**config.mk**
```make
export PLATFORM = sky130hd
export DESIGN_NAME = toysram_16x12_seq
export DESIGN_NICKNAME = d
export VERILOG_FILES = /design/src/rtl/toysram_pkg.sv /design/src/rtl/toysram_wl_dec.sv /design/src/rtl/toysram_16x12_seq.sv
export SDC_FILE = /design/constraint.sdc
export NUM_CORES = 1
export LEC_CHECK = 0
export CAP_MARGIN = 20
export CELL_PAD_IN_SITES_DETAIL_PLACEMENT = 1
export CELL_PAD_IN_SITES_GLOBAL_PLACEMENT = 1
export CORE_MARGIN = 5
export CORE_UTILIZATION = 37
export CTS_CLUSTER_DIAMETER = 50
export CTS_CLUSTER_SIZE = 12
export DETAILED_ROUTE_END_ITERATION = 7
export PLACE_DENSITY_LB_ADDON = 0.25
export SKIP_CTS_REPAIR_TIMING = 1
export SYNTH_ARGS = -nofsm -noshare
export SYNTH_HDL_FRONTEND = slang
export SYNTH_SLANG_ARGS = --single-unit
```
**constraint.sdc**
```tcl
create_clock -name clk -period 3.15 [get_ports clk]
set_input_delay 0.63 -clock clk [delete_from_list [all_inputs] [get_ports clk]]
set_output_delay 0.63 -clock clk [all_outputs]
set_load 0.02 [all_outputs]
```
**src/rtl/toysram_pkg.sv**
```systemverilog
// Shared geometry, FSM encoding and request bundle for the 16x12 2R1W subarray sequencer.
package toysram_pkg;

    localparam int ROWS   = 16;
    localparam int COLS   = 12;
    localparam int ADDR_W = 4;

    typedef enum logic [2:0] {
        IDLE = 3'd0,
        PRE  = 3'd1,
        RD   = 3'd2,
        WSU  = 3'd3,
        WR   = 3'd4,
        RSP  = 3'd5
    } state_t;

    typedef struct packed {
        logic              r0_en;
        logic              r1_en;
        logic              w_en;
        logic [ADDR_W-1:0] r0_addr;
        logic [ADDR_W-1:0] r1_addr;
        logic [ADDR_W-1:0] w_addr;
        logic [COLS-1:0]   w_data;
    } req_t;

    function automatic int max3(input int a, input int b, input int c);
        int m;
        m = (a > b) ? a : b;
        return (m > c) ? m : c;
    endfunction

endpackage

```
**src/rtl/toysram_wl_dec.sv**
```systemverilog
// 4-to-16 one-hot wordline decoder; all lines stay low when en is low.
module toysram_wl_dec
    import toysram_pkg::*;
(
    input  logic              en,
    input  logic [ADDR_W-1:0] addr,
    output logic [ROWS-1:0]   wl
);

    always_comb begin
        wl = '0;
        if (en) begin
            wl[addr] = 1'b1;
        end
    end

endmodule

```
**src/rtl/toysram_16x12_seq.sv**
```systemverilog
// Access sequencer for the 16x12 2R1W 10T subarray: phases precharge, read, write-setup
// and write wordlines, captures the read bitlines and returns one response pulse.
module toysram_16x12_seq
    import toysram_pkg::*;
#(
    parameter int PRE_CYC        = 1,
    parameter int RWL_CYC        = 2,
    parameter int WWL_CYC        = 2,
    parameter int RBL_ACTIVE_LOW = 1
) (
    input  logic              clk,
    input  logic              reset,
    input  logic              req_valid,
    output logic              req_ready,
    input  logic              req_r0_en,
    input  logic              req_r1_en,
    input  logic              req_w_en,
    input  logic [ADDR_W-1:0] req_r0_addr,
    input  logic [ADDR_W-1:0] req_r1_addr,
    input  logic [ADDR_W-1:0] req_w_addr,
    input  logic [COLS-1:0]   req_w_data,
    output logic              rsp_valid,
    output logic [COLS-1:0]   rsp_r0_data,
    output logic [COLS-1:0]   rsp_r1_data,
    output logic [ROWS-1:0]   rwl0,
    output logic [ROWS-1:0]   rwl1,
    output logic [ROWS-1:0]   wwl,
    output logic [COLS-1:0]   wbl,
    output logic [COLS-1:0]   wblb,
    output logic              rbl0_pre_n,
    output logic              rbl1_pre_n,
    input  logic [COLS-1:0]   rbl0,
    input  logic [COLS-1:0]   rbl1,
    output state_t            dbg_state
);

    localparam int MAX_CYC = max3(PRE_CYC, RWL_CYC, WWL_CYC);
    localparam int CNT_W   = (MAX_CYC > 1) ? $clog2(MAX_CYC) : 1;

    state_t           state, state_d;
    logic [CNT_W-1:0] cnt, cnt_load;
    req_t             req_q, req_n;
    logic             accept, capture;
    logic [ROWS-1:0]  rwl0_d, rwl1_d, wwl_d;
    logic [COLS-1:0]  rd0_bits, rd1_bits;

    // Handshake: a request transfers on a rising edge where req_valid && req_ready; req_ready
    // is high only in IDLE and the request fields are only sampled on that transfer edge.
    assign accept    = req_valid && req_ready;
    assign capture   = (state == RD) && (cnt == '0);
    assign dbg_state = state;

    assign rd0_bits = (RBL_ACTIVE_LOW != 0) ? ~rbl0 : rbl0;
    assign rd1_bits = (RBL_ACTIVE_LOW != 0) ? ~rbl1 : rbl1;

    always_comb begin
        req_n = req_q;
        if (accept) begin
            req_n.r0_en   = req_r0_en;
            req_n.r1_en   = req_r1_en;
            req_n.w_en    = req_w_en;
            req_n.r0_addr = req_r0_addr;
            req_n.r1_addr = req_r1_addr;
            req_n.w_addr  = req_w_addr;
            req_n.w_data  = req_w_data;
        end
    end

    always_comb begin
        state_d = state;
        unique case (state)
            IDLE: begin
                if (accept) begin
                    if (req_r0_en || req_r1_en) state_d = PRE;
                    else if (req_w_en)          state_d = WSU;
                    else                        state_d = RSP;
                end
            end
            PRE: if (cnt == '0) state_d = RD;
            RD:  if (cnt == '0) state_d = req_q.w_en ? WSU : RSP;
            WSU: state_d = WR;
            WR:  if (cnt == '0) state_d = RSP;
            RSP: state_d = IDLE;
            default: state_d = IDLE;
        endcase
    end

    // The counter holds remaining cycles minus one, so a phase exits when it reads zero.
    always_comb begin
        cnt_load = '0;
        case (state_d)
            PRE:     cnt_load = CNT_W'(PRE_CYC - 1);
            RD:      cnt_load = CNT_W'(RWL_CYC - 1);
            WR:      cnt_load = CNT_W'(WWL_CYC - 1);
            default: cnt_load = '0;
        endcase
    end

    toysram_wl_dec u_dec_r0 (
        .en   (req_n.r0_en && (state_d == RD)),
        .addr (req_n.r0_addr),
        .wl   (rwl0_d)
    );

    toysram_wl_dec u_dec_r1 (
        .en   (req_n.r1_en && (state_d == RD)),
        .addr (req_n.r1_addr),
        .wl   (rwl1_d)
    );

    toysram_wl_dec u_dec_w (
        .en   (req_n.w_en && (state_d == WR)),
        .addr (req_n.w_addr),
        .wl   (wwl_d)
    );

    // Every array-facing output is registered from the next state, so it lines up with state.
    always_ff @(posedge clk) begin
        if (reset) begin
            state       <= IDLE;
            cnt         <= '0;
            req_q       <= '0;
            req_ready   <= 1'b1;
            rsp_valid   <= 1'b0;
            rsp_r0_data <= '0;
            rsp_r1_data <= '0;
            rwl0        <= '0;
            rwl1        <= '0;
            wwl         <= '0;
            wbl         <= '0;
            wblb        <= '0;
            rbl0_pre_n  <= 1'b0;
            rbl1_pre_n  <= 1'b0;
        end else begin
            state <= state_d;
            if (state_d != state) begin
                cnt <= cnt_load;
            end else if (cnt != '0) begin
                cnt <= cnt - 1'b1;
            end
            if (accept) begin
                req_q <= req_n;
            end
            req_ready <= (state_d == IDLE);
            rsp_valid <= (state_d == RSP);
            if (capture && req_q.r0_en) rsp_r0_data <= rd0_bits;
            if (capture && req_q.r1_en) rsp_r1_data <= rd1_bits;
            rwl0       <= rwl0_d;
            rwl1       <= rwl1_d;
            wwl        <= wwl_d;
            rbl0_pre_n <= (state_d == RD) && req_n.r0_en;
            rbl1_pre_n <= (state_d == RD) && req_n.r1_en;
            if ((state_d == WSU) || (state_d == WR)) begin
                wbl  <= req_n.w_data;
                wblb <= ~req_n.w_data;
            end else begin
                wbl  <= '0;
                wblb <= '0;
            end
        end
    end

endmodule
```
# Word level (Yosys, flattened, before mapping)
# Cells that the tools add are included.
[totals]
register_bits = 131
latch_bits = 0
ram_bits = 0
rom_bits = 0
in_bits = 54
out_inout_bits = 103
wordCells = 81
mem_count = 0
[classes]
n_addsub = 1
n_mul = 0
div_mod_pow = 0
magnitude_cmp = 6
eq_ne = 9
shift = 0
mux = 18
bitwise_logic = 8
n_reduce_logical = 19
[ops]
columns = ["cell", "count"]
rows = [
  ["inverter 12 bit", 3],
  ["two-way mux 27 bit", 1],
  ["two-way mux 3 bit", 7],
  ["less-than comparator 4 x 5 -> 1 bit, second input constant", 3],
  ["case mux 3 bit (5 select lines)", 1],
  ["demux 1 bit (select 4 bit)", 3],
  ["== test 3 x 2 -> 1 bit, second input constant", 4],
  [">= comparator 4 x 1 -> 1 bit, second input constant", 3],
  ["logical AND 1 bit", 10],
  ["OR reduction 2 bit", 5],
  ["== test 3 bit, second input constant", 3],
  ["logical NOT 3 bit", 2],
  ["two-way mux 1 bit", 6],
  ["inverter 1 bit", 5],
  ["== test 3 x 1 -> 1 bit, second input constant", 1],
  ["inequality test 3 bit", 1],
  ["logical OR 1 bit", 2],
  ["subtractor 1 bit, second input constant", 1],
]

# Longest topological paths before layout
# Gate-level depths: netlist of the first run.
[logic_depth]
word_depth = 8
ltp_mapped = 8
ltp_nobuf = 4

# Modules after synthesis
# From an unflattened synthesis of the first run, not the netlist that was laid out.
[unflattened]
hier_cells = 441
area_unflattened_um2 = 4500.6
[modules_own_cells]
columns = ["module", "instances", "cells_each", "area_per_inst_um2", "seq_area_each_um2"]
rows = [
  ["toysram_16x12_seq", 1, 372, 4145.2, 2622.5],
  ["toysram_wl_dec at u_dec_r0 ...", 2, 23, 117.6, 0.0],
  ["toysram_wl_dec at u_dec_r1", 1, 23, 120.1, 0.0],
]

# Worst setup path before layout of the first run
# No wires, ideal clock.
[synth_timing]
kind = "input to register"
from = "in req_valid"
to = "reg wbl[1]"
setup_ns = 0.138
arrival_time_ns = 1.926
path_slack_ns = 1.087
cell_stages = 7
n_path_buf = 3
path_cell_list = "buf_2 -> and2_1 -> buf_6 -> o2bb2ai_2 -> a221oi_2 -> clkbuf_1 -> a211oi_1"
[synth_via]
elab_chain_len = 7
word_cells_on_any_way = 9
[synth_rtl]
columns = ["element", "line", "source"]
rows = [
  ["from (decl)", "toysram_16x12_seq.sv:13", "input logic req_valid,"],
  ["logical AND 1 bit *", "toysram_16x12_seq.sv:49", "assign accept = req_valid && req_ready;"],
  ["two-way mux 3 bit", "toysram_16x12_seq.sv:73", "if (accept) begin"],
  ["case mux 3 bit (5 select lines)", "toysram_16x12_seq.sv:71", "unique case (state)"],
  ["== test 3 x 2 -> 1 bit or == test 3 bit (tied branches)", "toysram_16x12_seq.sv:153", "if ((state_d == WSU) || (state_d == WR)) begin"],
  ["logical OR 1 bit", "toysram_16x12_seq.sv:153", ""],
  ["inverter 1 bit (no source line)", "--", ""],
  ["OR reduction 2 bit (no source line)", "--", ""],
  ["to (signal assigned)", "toysram_16x12_seq.sv:154", "wbl <= req_n.w_data;"],
  ["to (decl)", "toysram_16x12_seq.sv:28", "output logic [COLS-1:0] wbl,"],
]
# Every way passes the cells marked *; elsewhere a longest branch is shown, timed or not.
# A chain may end at the register's enable or synchronous reset.

# Final worst setup path of the first run
[layout_timing]
from = "in req_valid"
to = "reg wwl[7]"
[layout_via]
elab_chain_len = 7
word_cells_on_any_way = 13
[layout_rtl]
columns = ["element", "line", "source"]
rows = [
  ["logical AND 1 bit *", "toysram_16x12_seq.sv:49", ""],
  ["parallel branches: the longest is 6 deep, another holds less-than comparator 4 x 5 -> 1 bit", "--", ""],
  ["to (signal assigned)", "toysram_16x12_seq.sv:150", "wwl <= wwl_d;"],
  ["to (decl)", "toysram_16x12_seq.sv:27", "output logic [ROWS-1:0] wwl,"],
]
# Every way passes the cells marked *.

==> summary.txt, run 1 <==
Cells and area
  • Layout cells sized above 1: 10.0%
  • Layout Utilization: roughly 55%
  • Ant diodes: 0
  • Non-filler cells, final: between 800 and 900
  • Fin nets: 730
  • FF+latch area: approximately 2600 um^2
  • Area of the multi-input gates: approximately 2100 um^2
  • Fill cell count: 1486
  • Area Growth Syn to Fin: 45.7%

Yosys
  • Compound-Gate Fraction of Synth Area: between 10% and 20%
  • XOR/XNOR share of the synthesized area: less than 1%
  • Synth Area in Simple Gates: between 20% and 30%
  • Largest family of logic cells by synthesized area: simple AND/OR/NAND/NOR gates
  • Largest area contributor in the synthesized netlist: dfxtp_1
  • Cell with the most instances after synthesis: dfxtp_1
  • Synth unique cells: 42
  • Synth area leaders: dfxtp_1 53%, a211oi_1 7.4%, nand2_1 6.1%, nor4_1 4.0%, nor2_1 3.1%
  • Synth top cells by count: 131 x dfxtp_1, 81 x nand2_1, 49 x a211oi_1
  • Mux share of post-synthesis cell area: between 3 and 4%
  • Avg Cell Area, Syn: a little over 9 um^2
  • Share of the synthesized area in the top cell type: between 50 and 60%
  • Synthesized flop and latch total: approximately 130
  • Mapped Nets: 586
  • Cells after synthesis: between 500 and 600
  • Post-Synth Adder-Cell Area: 0%
  • Synth Flop Type: dfxtp_1
  • Yosys warnings: 0
  • Cell area after synthesis: ~5000 um^2
  • Post-synth EDFFs: 0
  • Register area share after synthesis: a little over half
  • Post-synth ARST share: 0%

Clock network
  • Clk_lat worst skew: slightly above 0.4 ns
  • Root Buffer: clkbuf_16
  • CTS Buf Count: 17
  • Max Root-Sink Buffers: 2
  • CTS tree: done
  • # clock sinks: between 100 and 150
  • H-tree depth: 4
  • Clock transition at path regs: about 0.050 ns

Timing
  • Endpoints failing setup: 0
  • Final TNS setup: 0 ns
  • WHS: around 0.50 ns
  • Clk_skew: around 0.0057 ns
  • Fin crit share: approximately four fifths
  • Max-slew violations: 0
  • Worst-Margin Slew: approximately 0.76 ns
  • Crit path time final: approximately 2.5 ns
  • RSZ-0062 raised after global routing: no
  • Final Hold Fails: 0
  • Slew Limit Headroom: roughly half
  • Fmax: 406 MHz

Die
  • Rows: 42
  • Initial cell density of the core: 37.6%
  • Chip height: 126 um
  • Die width: 126 um
  • IO Pins: between 150 and 200
  • CORE AREA: 13200 um^2
  • Die area: approximately 16000 um^2

Outcome
  • Status: complete, no violations

Critical path
  • Worst Setup End Kind: flip-flop
  • Crit path DAT: roughly 2.8 ns
  • Startpoint types: primary input
  • CP Data Required Time: between 3 and 4 ns
  • Critical path fanouts, max: 45
  • Path type of the worst setup path: primary input to flip-flop

Drt
  • Vias/cell: about 5.2
  • Final WL: between 15000 and 20000 um
  • Routed Antenna Nets: 0
  • Initial DRC Count: 269
  • Detailed Routing Iterations Pass 1: 4
  • Via count: ~4500
  • DR WL/cell: between 15 and 20 um
  • Post-detailed-route DRC marker count: 0

Placed design
  • Buffers on Ports: between 150 and 200
  • Final HPWL DP: 10500 um
  • Placed insts: around 830
  • GPL Wtd Cong: about 0.8

Hold path
  • Min-delay worst type: flip-flop to flip-flop

Pwr
  • Lkg Pwr: 2.54 nW
  • Worst VDD drop: ~0.00046 V
  • Power density over the cells: 831 nW/um^2

Global routing
  • GR Util met3: under 10%
  • First-pass GRT wire length: roughly 24000 um
  • GRT met2 Usage: 32.3%
  • Initial antenna violation count: 0
  • Total gr overflow: 0
  • Gr usage total: a little under a fifth
  • Grt met1 use: a little over a fifth
  • Most Crowded Layer GR: met2
  • Largest net degree at the start of global routing: 46
  • Vias in the first global route: ~4700

Job
  • Max capacitance violation total: 0
## cell families after synthesis
group,after synthesis
compound gates,105
xor+xnor,1
buf+inv,62
flops,131
mux,17
simple gates,216
## critical path, stage by stage
cell and delay [ns]:
clkdlybuf4s50_1 0.53, and2_2 0.21, buf_12 0.25, mux2i_1 0.14, a2111o_1 0.68, nor3_1 0.33
## final cells by class
cell class	count	area share, %
Clock inverter	11	1.54
Inverter	18	0.934
Tap cell	176	3.04
Timing Repair Buffer	169	23.0
Multi-Input combinational cell	339	28.9
Clock buffer	20	6.31
Sequential cell	131	36.3
## metal layers
metal | vias to the layer above | part of all wire, %
met4 | 0 | 2.1
met1 | 2148 | 41
li1 | 2181 | -
met3 | 26 | 7.1
met2 | 119 | 50
met5 | - | 0
## sequential cells by signal (all words and copies together) (netlist names)
| signal | cells |
|---|---|
| req_ready | 1 |
| cnt | 1 |
| dbg_state | 3 |
| wbl | 12 |
| rbl0_pre_n | 1 |
| rsp_valid | 1 |
| rsp_r0_data | 12 |
| req_q | 27 |
| wblb | 12 |
| rwl1 | 16 |
| wwl | 16 |
| rwl0 | 16 |
| rsp_r1_data | 12 |
| rbl1_pre_n | 1 |
## per-stage QoR
step | area (um^2) | power (mW) | setup slack, ns
after floorplan | 4970 | 3.39 | 1.09
after detailed placement | 6670 | 4.14 | 0.323
after CTS | 7230 | 6.06 | 0.705
final | 7230 | 6.01 | 0.688
after global routing | 7230 | 6.34 | 0.539
after global placement | 6670 | 4.04 | 0.409
## power breakdown
group	total [mW]	leakage [nW]	switching [mW]	internal (mW)
registers	2.04	1.06	0.167	1.87
clock network	1.89	0.285	0.696	1.19
logic	2.09	1.19	1.33	0.751
## layout by cell type (no fill, tap or decap), drive strengths merged, types with 18 or more instances in the layout
master / count
nor2: 42
nand2: 81
dfxtp: 131
clkbuf: 20
nor3: 20
a211oi: 49
clkdlybuf4s50: 155
nor4: 33
inv: 18
o21ai: 19
## final timing paths
kind | startpoint | end | slack [ns] | depth (start not counted)
max reg2reg | req_ready | rwl1[4] | 0.74 | 6
min | req_q[13] | req_q[13] | 0.50 | 2
min reg2reg | req_q[13] | req_q[13] | 0.50 | 2
max | req_valid | wwl[7] | 0.69 | 6
Note: power is estimated with default switching activity, not from simulation.
==> inputs of run 2 (changes only) <==
--- a/config.mk
+++ b/config.mk
@@ -9,7 +9,7 @@
 export CELL_PAD_IN_SITES_DETAIL_PLACEMENT = 1
 export CELL_PAD_IN_SITES_GLOBAL_PLACEMENT = 1
 export CORE_MARGIN = 5
-export CORE_UTILIZATION = 37
+export CORE_UTILIZATION = 31
 export CTS_CLUSTER_DIAMETER = 50
 export CTS_CLUSTER_SIZE = 12
 export DETAILED_ROUTE_END_ITERATION = 7
==> constraint.sdc (replaced) <==
create_clock -name clk -period 2.25 [get_ports clk]
set_input_delay 0.45 -clock clk [delete_from_list [all_inputs] [get_ports clk]]
set_output_delay 0.45 -clock clk [all_outputs]
set_load 0.02 [all_outputs]
==> summary.txt, run 2 (synthesis results as in run 1) <==
Job
  • Max capacitance violation total: 0

Timing
  • Crit path time final: around 2.1 ns
  • Fin crit share: between 90% and 100%
  • Max-slew violations: 0
  • Slew Limit Headroom: a little under two thirds
  • Worst-Margin Slew: 0.539 ns
  • Fmax: approximately 470 MHz
  • Clk_skew: between 0.004 and 0.005 ns
  • Final worst slack: ~0.14 ns
  • Final Hold Fails: 0
  • WHS: 0.435 ns
  • Endpoints failing setup: 0
  • RSZ-0062 raised after global routing: no

Pwr
  • Overall Power: around 9.0 mW
  • Sw power: approximately 3.2 mW
  • Clock power frac: roughly a third
  • Power density over the cells: approximately 1200 nW/um^2
  • Worst VDD drop: between 0.0006 and 0.0007 V
  • Combinational share of power: a little under two fifths
  • Part of the power in registers: a little under a third
  • Int Pwr: about 5.8 mW
  • Sw Share: between 30% and 40%
  • Lkg Pwr: about 2.8 nW

Cells and area
  • Non-filler cells, final: approximately 940
  • Largest reg by FF count: req_q
  • Most common cell after layout, fill and taps aside: clkdlybuf4s50_1
  • Fin nets: around 760
  • Area Growth Syn to Fin: 54.3%
  • Most frequent cells in the layout: 155 x clkdlybuf4s50_1, 131 x dfxtp_1, 81 x nand2_1, 49 x a211oi_1, 41 x nor2_1
  • Max FFs per register: 27
  • Layout cells sized above 1: between 10 and 15%
  • Ant diodes: 0

Drt
  • Post-detailed-route DRC marker count: 0
  • Initial DRC Count: between 200 and 300
  • Final WL: about 16000 um
  • Vias/cell: approximately 4.9
  • Via count: 4568
  • Routed Antenna Nets: 0
  • DR WL/cell: ~17 um
  • Detailed Routing Iterations Pass 1: 4

Global routing
  • Gr usage total: 17.1%
  • First-pass GRT wire length: ~25000 um
  • Largest net degree at the start of global routing: between 50 and 60
  • Vias in the first global route: 4928
  • Initial antenna violation count: 0
  • Total gr overflow: 0

Clock network
  • Clock transition at path regs: 0.05 ns
  • Clk_lat worst skew: slightly above 0.4 ns
  • CTS tree: done
  • Root Buffer: clkbuf_16
  • CTS Buf Count: 17
  • Max Root-Sink Buffers: 2
  • # clock sinks: roughly 130
  • H-tree depth: 4

Die
  • Die width: approximately 140 um
  • Initial cell density of the core: 31.4%
  • Chip height: ~140 um
  • CORE AREA: 15800 um^2
  • Rows: 46
  • Die area: ~19000 um^2
  • IO Pins: 157

Critical path
  • CP max-delay cell: clkdlybuf4s50_1
  • Path type of the worst setup path: flip-flop to output port
  • Buf/Inv on CP: 1
  • Worst path cell trace: clkdlybuf4s50_1
  • Critical path fanouts, max: 10
  • Crit path DAT: 1.66 ns
  • CP Data Required Time: between 1.5 and 2 ns
  • Top delay family on crit path: buffers and inverters
  • Worst Setup End Kind: output port
  • Crit path largest cell delay: around 0.7 ns
  • Startpoint types: flip-flop

Hold path
  • Min-delay worst type: primary input to flip-flop

Placed design
  • Place WS: -0.0339 ns
  • Final HPWL DP: roughly 11000 um
  • GPL Wtd Cong: just over 0.8
  • Buffers on Ports: 156
  • Placed insts: approximately 910

Outcome
  • Status: complete, no violations
==> run 2: area by class of cell <==
type | instances | area (um^2)
timing repair buffer | 203 | 2000
multi-input combinational | 339 | 2100
inverter | 18 | 67.6
sequential | 131 | 2620
clock inverter | 13 | 158
fill | 1763 | 8160
clock buffer | 19 | 453
tap | 216 | 270
==> run 2: power groups by stage <==
stage / sequential [mW] / clock [mW] / combinational, mW
after floorplan: 3.05 / 0 / 1.70
after global placement: 2.85 / 0 / 3.25
after detailed placement: 2.85 / 0 / 3.36
after CTS: 2.81 / 2.88 / 3.39
after global routing: 2.84 / 2.98 / 3.62
final: 2.81 / 2.82 / 3.36
==> run 2: metal layers <==
metal / GRT usage (%) / wire length, um
met1: 19.2 / 6340
met2: 30.2 / 8030
met3: 6.10 / 1000
met4: 5.38 / 252
met5: 0 / 0
==> run 2: final timing paths <==
check                      start              to  slack [ns]  cells after the start
hold reg to reg   rsp_r0_data[0]  rsp_r0_data[0]        0.50                      2
hold / removal             reset       req_q[24]        0.43                      2
setup / recovery    dbg_state[2]    dbg_state[2]        0.14                      1
setup reg to reg    dbg_state[2]         wbl[10]        0.39                      5
==> run 2: stage by stage <==
stage / setup TNS, ns / area, um^2 / util [%]
global placement: 0 / 7050 / 44.6
detailed placement: -0.0672 / 7050 / 44.6
floorplan: 0 / 4970 / -
global route: 0 / 7660 / 48.4
CTS: 0 / 7660 / 48.4
finish: 0 / 7660 / 48.4
==> variant 1, RTL diff (settings of run 2) <==
`RWL_CYC`: 2 -> 4.
--- a/src/rtl/toysram_16x12_seq.sv
+++ b/src/rtl/toysram_16x12_seq.sv
@@ -6,3 +6,3 @@
     parameter int PRE_CYC        = 1,
-    parameter int RWL_CYC        = 2,
+    parameter int RWL_CYC        = 4,
     parameter int WWL_CYC        = 2,
Function: changed (a bounded check fails within 10 cycles, from zero or initial values and one cycle with reset high).
==> variant 1 against run 2 <==
Hold slack lost 0.11 ns; sequential power shrank 4%; die area shrank 7.6%; register-to-register slack lost 0.23 ns; cell area shrank 7.1%; wire length shrank 10%; total power shrank 13%; setup slack lost 0.0075 ns; critical path depth grew 5; area after synthesis shrank 8.2%; sequential cell count grew 1; non-clock buffer count shrank 19; critical endpoint is now wwl[10]; largest power group is now clock.
==> variant 1: results (changes against run 2) <==
<table>
<tr><th>Metric</th><th>Value</th></tr>
<tr><th colspan="2">Status</th></tr>
<tr><td>Result of the run</td><td>completed (unchanged)</td></tr>
<tr><th colspan="2">Synth</th></tr>
<tr><td>Syn_nets</td><td>530 (was 586)</td></tr>
<tr><td>Synthesized area per cell</td><td>9.60 um^2 (was 9.33 um^2)</td></tr>
<tr><td>Area fraction in compound gates after synthesis</td><td>11.8% (was 14.9%)</td></tr>
<tr><th colspan="2">Layout</th></tr>
<tr><td>Share of the final layout cell area in sequential cells</td><td>37.1% (was 34.2%)</td></tr>
<tr><td>Share of cell area taken by multi-input logic gates</td><td>24.7% (was 27.4%)</td></tr>
<tr><td>Seq cells</td><td>132 (was 131)</td></tr>
<tr><td>Buffer count excluding the clock tree in the final layout</td><td>184 (was 203)</td></tr>
<tr><td>Final Net Count</td><td>701 (was 764)</td></tr>
<tr><td>NonClk Buf Share</td><td>25.2% (was 26.1%)</td></tr>
<tr><td>Diode insertion count for antenna repair</td><td>1 (was 0)</td></tr>
<tr><td>Number of non-clock inverters</td><td>12 (was 18)</td></tr>
<tr><td>Layout clock buffer count</td><td>20 (was 19)</td></tr>
<tr><td>Number of inserted filler cells in the final layout</td><td>1572 (was 1763)</td></tr>
<tr><th colspan="2">Worst setup path</th></tr>
<tr><td>Critical Path Fanout Max</td><td>4 (was 10)</td></tr>
<tr><td>Crit-path slowest cell</td><td>sky130_fd_sc_hd__or4_4 (was sky130_fd_sc_hd__clkdlybuf4s50_1)</td></tr>
<tr><td>Worst setup slack for register-to-register paths</td><td>0.16 ns (was 0.39 ns)</td></tr>
<tr><td>Category of cells accounting for the largest share of critical-path delay</td><td>simple AND/OR/NAND/NOR gates (was buffers and inverters)</td></tr>
<tr><th colspan="2">Placement</th></tr>
<tr><td>Post-detail-place hpwl</td><td>10200 um (was 11200 um)</td></tr>
<tr><td>Global placement routability congestion</td><td>0.803 (was 0.805)</td></tr>
<tr><th colspan="2">Global routing</th></tr>
<tr><td>Maximum number of pins on one net before global-route repair</td><td>52 (was 53)</td></tr>
<tr><td>Global routing usage summed across all routing layers</td><td>16.3% (was 17.1%)</td></tr>
<tr><td>Number of antenna violations at the first check in global routing</td><td>1 (was 0)</td></tr>
<tr><th colspan="2">Power and ir drop</th></tr>
<tr><td>Sequential cell power</td><td>2.69 mW (was 2.81 mW)</td></tr>
<tr><td>Combinational share of power</td><td>27.8% (was 37.4%)</td></tr>
<tr><td>Switching Power</td><td>2.38 mW (was 3.17 mW)</td></tr>
<tr><th colspan="2">Route</th></tr>
<tr><td>Final WL</td><td>14000 um (was 15600 um)</td></tr>
<tr><td>WL met3</td><td>1280 um (was 1000 um)</td></tr>
<tr><th colspan="2">Min path</th></tr>
<tr><td>Endpoint of the worst hold path</td><td>req_ready (was req_q[24])</td></tr>
</table>
[variant 1: changes by cell type in the layout (fill, tap and decap cells not counted), sizes merged, moves of 11 or more]
cell | run 2 | this run
nor2 | 42 | 81
nand2 | 81 | 36
nor3b | 1 | 27
a211oi | 49 | 24
nor4 | 33 | 0
a31oi | 0 | 11
buf | 48 | 29
nor3 | 20 | 34
o21ai | 19 | 5
nand4b | 12 | 0
nand2b | 13 | 1
[variant 1: logic make-up (layout without fill, tap and decap cells)]
kind of cell	count (synthesis)	in the layout
and+or+nand+nor	209	209
DFF	132	132
AOI/OAI and AO/OA	75	75
buffers and inverters	44	228
muxes	13	13
adders and majority gates	1	1
xor gates and xnor gates	1	1
other	0	1
[variant 1: through the flow]
step                      utilization (%)  hold slack (ns)  area (um^2)
after floorplan                         -            0.463         4560
after global placement               44.4            0.474         6430
after detailed placement             44.4            0.482         6430
after CTS                            48.9            0.323         7080
after global routing                 49.2            0.337         7120
final                                49.2            0.327         7120
==> variant 2, RTL diff (settings of run 2) <==
Without the edit above. Put one more register stage on the output `dbg_state`, without a reset. The value now appears one clock later. The other outputs are not delayed to match.
--- a/src/rtl/toysram_16x12_seq.sv
+++ b/src/rtl/toysram_16x12_seq.sv
@@ -50,3 +50,5 @@
     assign capture   = (state == RD) && (cnt == '0);
-    assign dbg_state = state;
+    always_ff @(posedge clk) begin
+        dbg_state <= state;
+    end
 
Formal check against the unedited RTL: not equivalent (Yosys sat finds a counterexample within 4 cycles, from zero or initial values and one cycle with reset high).
==> variant 2 against run 2 <==
Clock skew is 0.0023 ns higher; non-clock buffer count fell by 33; via count decreased by 16%; cell area decreased by 10%; area after synthesis down 10%; fmax grew 7.2%; wire length fell by 17%; setup slack improved by 0.14 ns; critical path depth rose by 4; sequential power barely moved; sequential cell count grew 3; register-to-register slack got worse by 0.10 ns; total power is 19% lower; critical path type is now reg2reg; critical endpoint is now wwl[1]; highest routed layer unchanged.
==> variant 2: results (changes against run 2) <==
<table>
<tr><th>Metric</th><th>Value</th></tr>
<tr><th colspan="2">Global routing</th></tr>
<tr><td>Maximum number of pins on one net before global-route repair</td><td>45 (was 53)</td></tr>
<tr><td>Met1 Track Usage GR</td><td>17.0% (was 19.2%)</td></tr>
<tr><td>Global routing usage summed across all routing layers</td><td>15.5% (was 17.1%)</td></tr>
<tr><td>Number of global-route vias before repair</td><td>3925 (was 4928)</td></tr>
<tr><th colspan="2">Route</th></tr>
<tr><td>WL met3</td><td>923 um (was 1000 um)</td></tr>
<tr><td>Number of violations reported at the end of detailed-routing iteration 0</td><td>217 (was 262)</td></tr>
<tr><td>Detail-routed via count per cell</td><td>4.73 (was 4.86)</td></tr>
<tr><td>Met1 wire length</td><td>5300 um (was 6340 um)</td></tr>
<tr><td>Length of routed met2 wiring</td><td>6400 um (was 8030 um)</td></tr>
<tr><td>Final WL</td><td>12900 um (was 15600 um)</td></tr>
<tr><th colspan="2">Placement</th></tr>
<tr><td>Number of placed cells counting well taps</td><td>783 (was 907)</td></tr>
<tr><td>Post-detail-place hpwl</td><td>9580 um (was 11200 um)</td></tr>
<tr><td>Area after detailed placement</td><td>6280 um^2 (was 7050 um^2)</td></tr>
<tr><th colspan="2">Synth</th></tr>
<tr><td>Area fraction in compound gates after synthesis</td><td>12.0% (was 14.9%)</td></tr>
<tr><td>Syn_nets</td><td>515 (was 586)</td></tr>
<tr><td>Synth cell count leaders</td><td>sky130_fd_sc_hd__dfxtp_1 (134), sky130_fd_sc_hd__nor2_1 (69), sky130_fd_sc_hd__nor3_1 (45) (was sky130_fd_sc_hd__dfxtp_1 (131), sky130_fd_sc_hd__nand2_1 (81), sky130_fd_sc_hd__a211oi_1 (49))</td></tr>
<tr><td>Post-synthesis mux area share</td><td>2.92% (was 3.50%)</td></tr>
<tr><td>Sequential element share of the synthesized area</td><td>60.2% (was 52.8%)</td></tr>
<tr><td>Synthesized area per cell</td><td>9.66 um^2 (was 9.33 um^2)</td></tr>
<tr><td>Distinct cell type count after synthesis</td><td>34 (was 42)</td></tr>
<tr><th colspan="2">Layout</th></tr>
<tr><td>Fraction of layout cells with a size suffix above 1</td><td>8.50% (was 14.7%)</td></tr>
<tr><td>Final design area excluding fillers</td><td>6870 um^2 (was 7660 um^2)</td></tr>
<tr><td>Final Net Count</td><td>676 (was 764)</td></tr>
<tr><th colspan="2">Power and ir drop</th></tr>
<tr><td>Max VDD drop</td><td>0.675 mV (was 0.654 mV)</td></tr>
<tr><td>Static Leakage</td><td>2.46 nW (was 2.76 nW)</td></tr>
<tr><th colspan="2">Worst setup path</th></tr>
<tr><td>Crit-path slowest cell</td><td>sky130_fd_sc_hd__a221oi_2 (was sky130_fd_sc_hd__clkdlybuf4s50_1)</td></tr>
<tr><td>Category of cells accounting for the largest share of critical-path delay</td><td>simple AND/OR/NAND/NOR gates (was buffers and inverters)</td></tr>
<tr><th colspan="2">Status</th></tr>
<tr><td>Result of the run</td><td>completed (unchanged)</td></tr>
<tr><th colspan="2">Timing</th></tr>
<tr><td>Worst-case clock skew</td><td>0.00723 ns (was 0.00496 ns)</td></tr>
</table>
## variant 2: cell count changes after synthesis, moves of 21 or more
| cell | before | now |
|---|---|---|
| sky130_fd_sc_hd__a211oi_1 | 49 | 25 |
| sky130_fd_sc_hd__nor4_1 | 32 | 0 |
| sky130_fd_sc_hd__a31oi_1 | 0 | 21 |
| sky130_fd_sc_hd__nand2_1 | 81 | 34 |
| sky130_fd_sc_hd__nor3_1 | 9 | 45 |
| sky130_fd_sc_hd__nor2_1 | 41 | 69 |
## variant 2: worst paths after layout
kind / slack (ns) / end
worst max-delay path: 0.29 / wwl[1]
worst min-delay path: 0.43 / req_q[13]
worst max register to register: 0.29 / wwl[1]
worst min register to register: 0.49 / req_q[18]
## variant 2: cell type report
type	count	share of cell area [%]
sequential	134	39.0
timing repair buffer	170	24.9
multi-input combinational	286	23.4
clock buffer	21	6.85
tap	180	3.28
clock inverter	11	1.80
inverter	13	0.710
## variant 2: report_power, final
part	switching [mW]	internal, mW
registers	0.170	2.63
logic	0.990	0.773
clock network	1.02	1.72
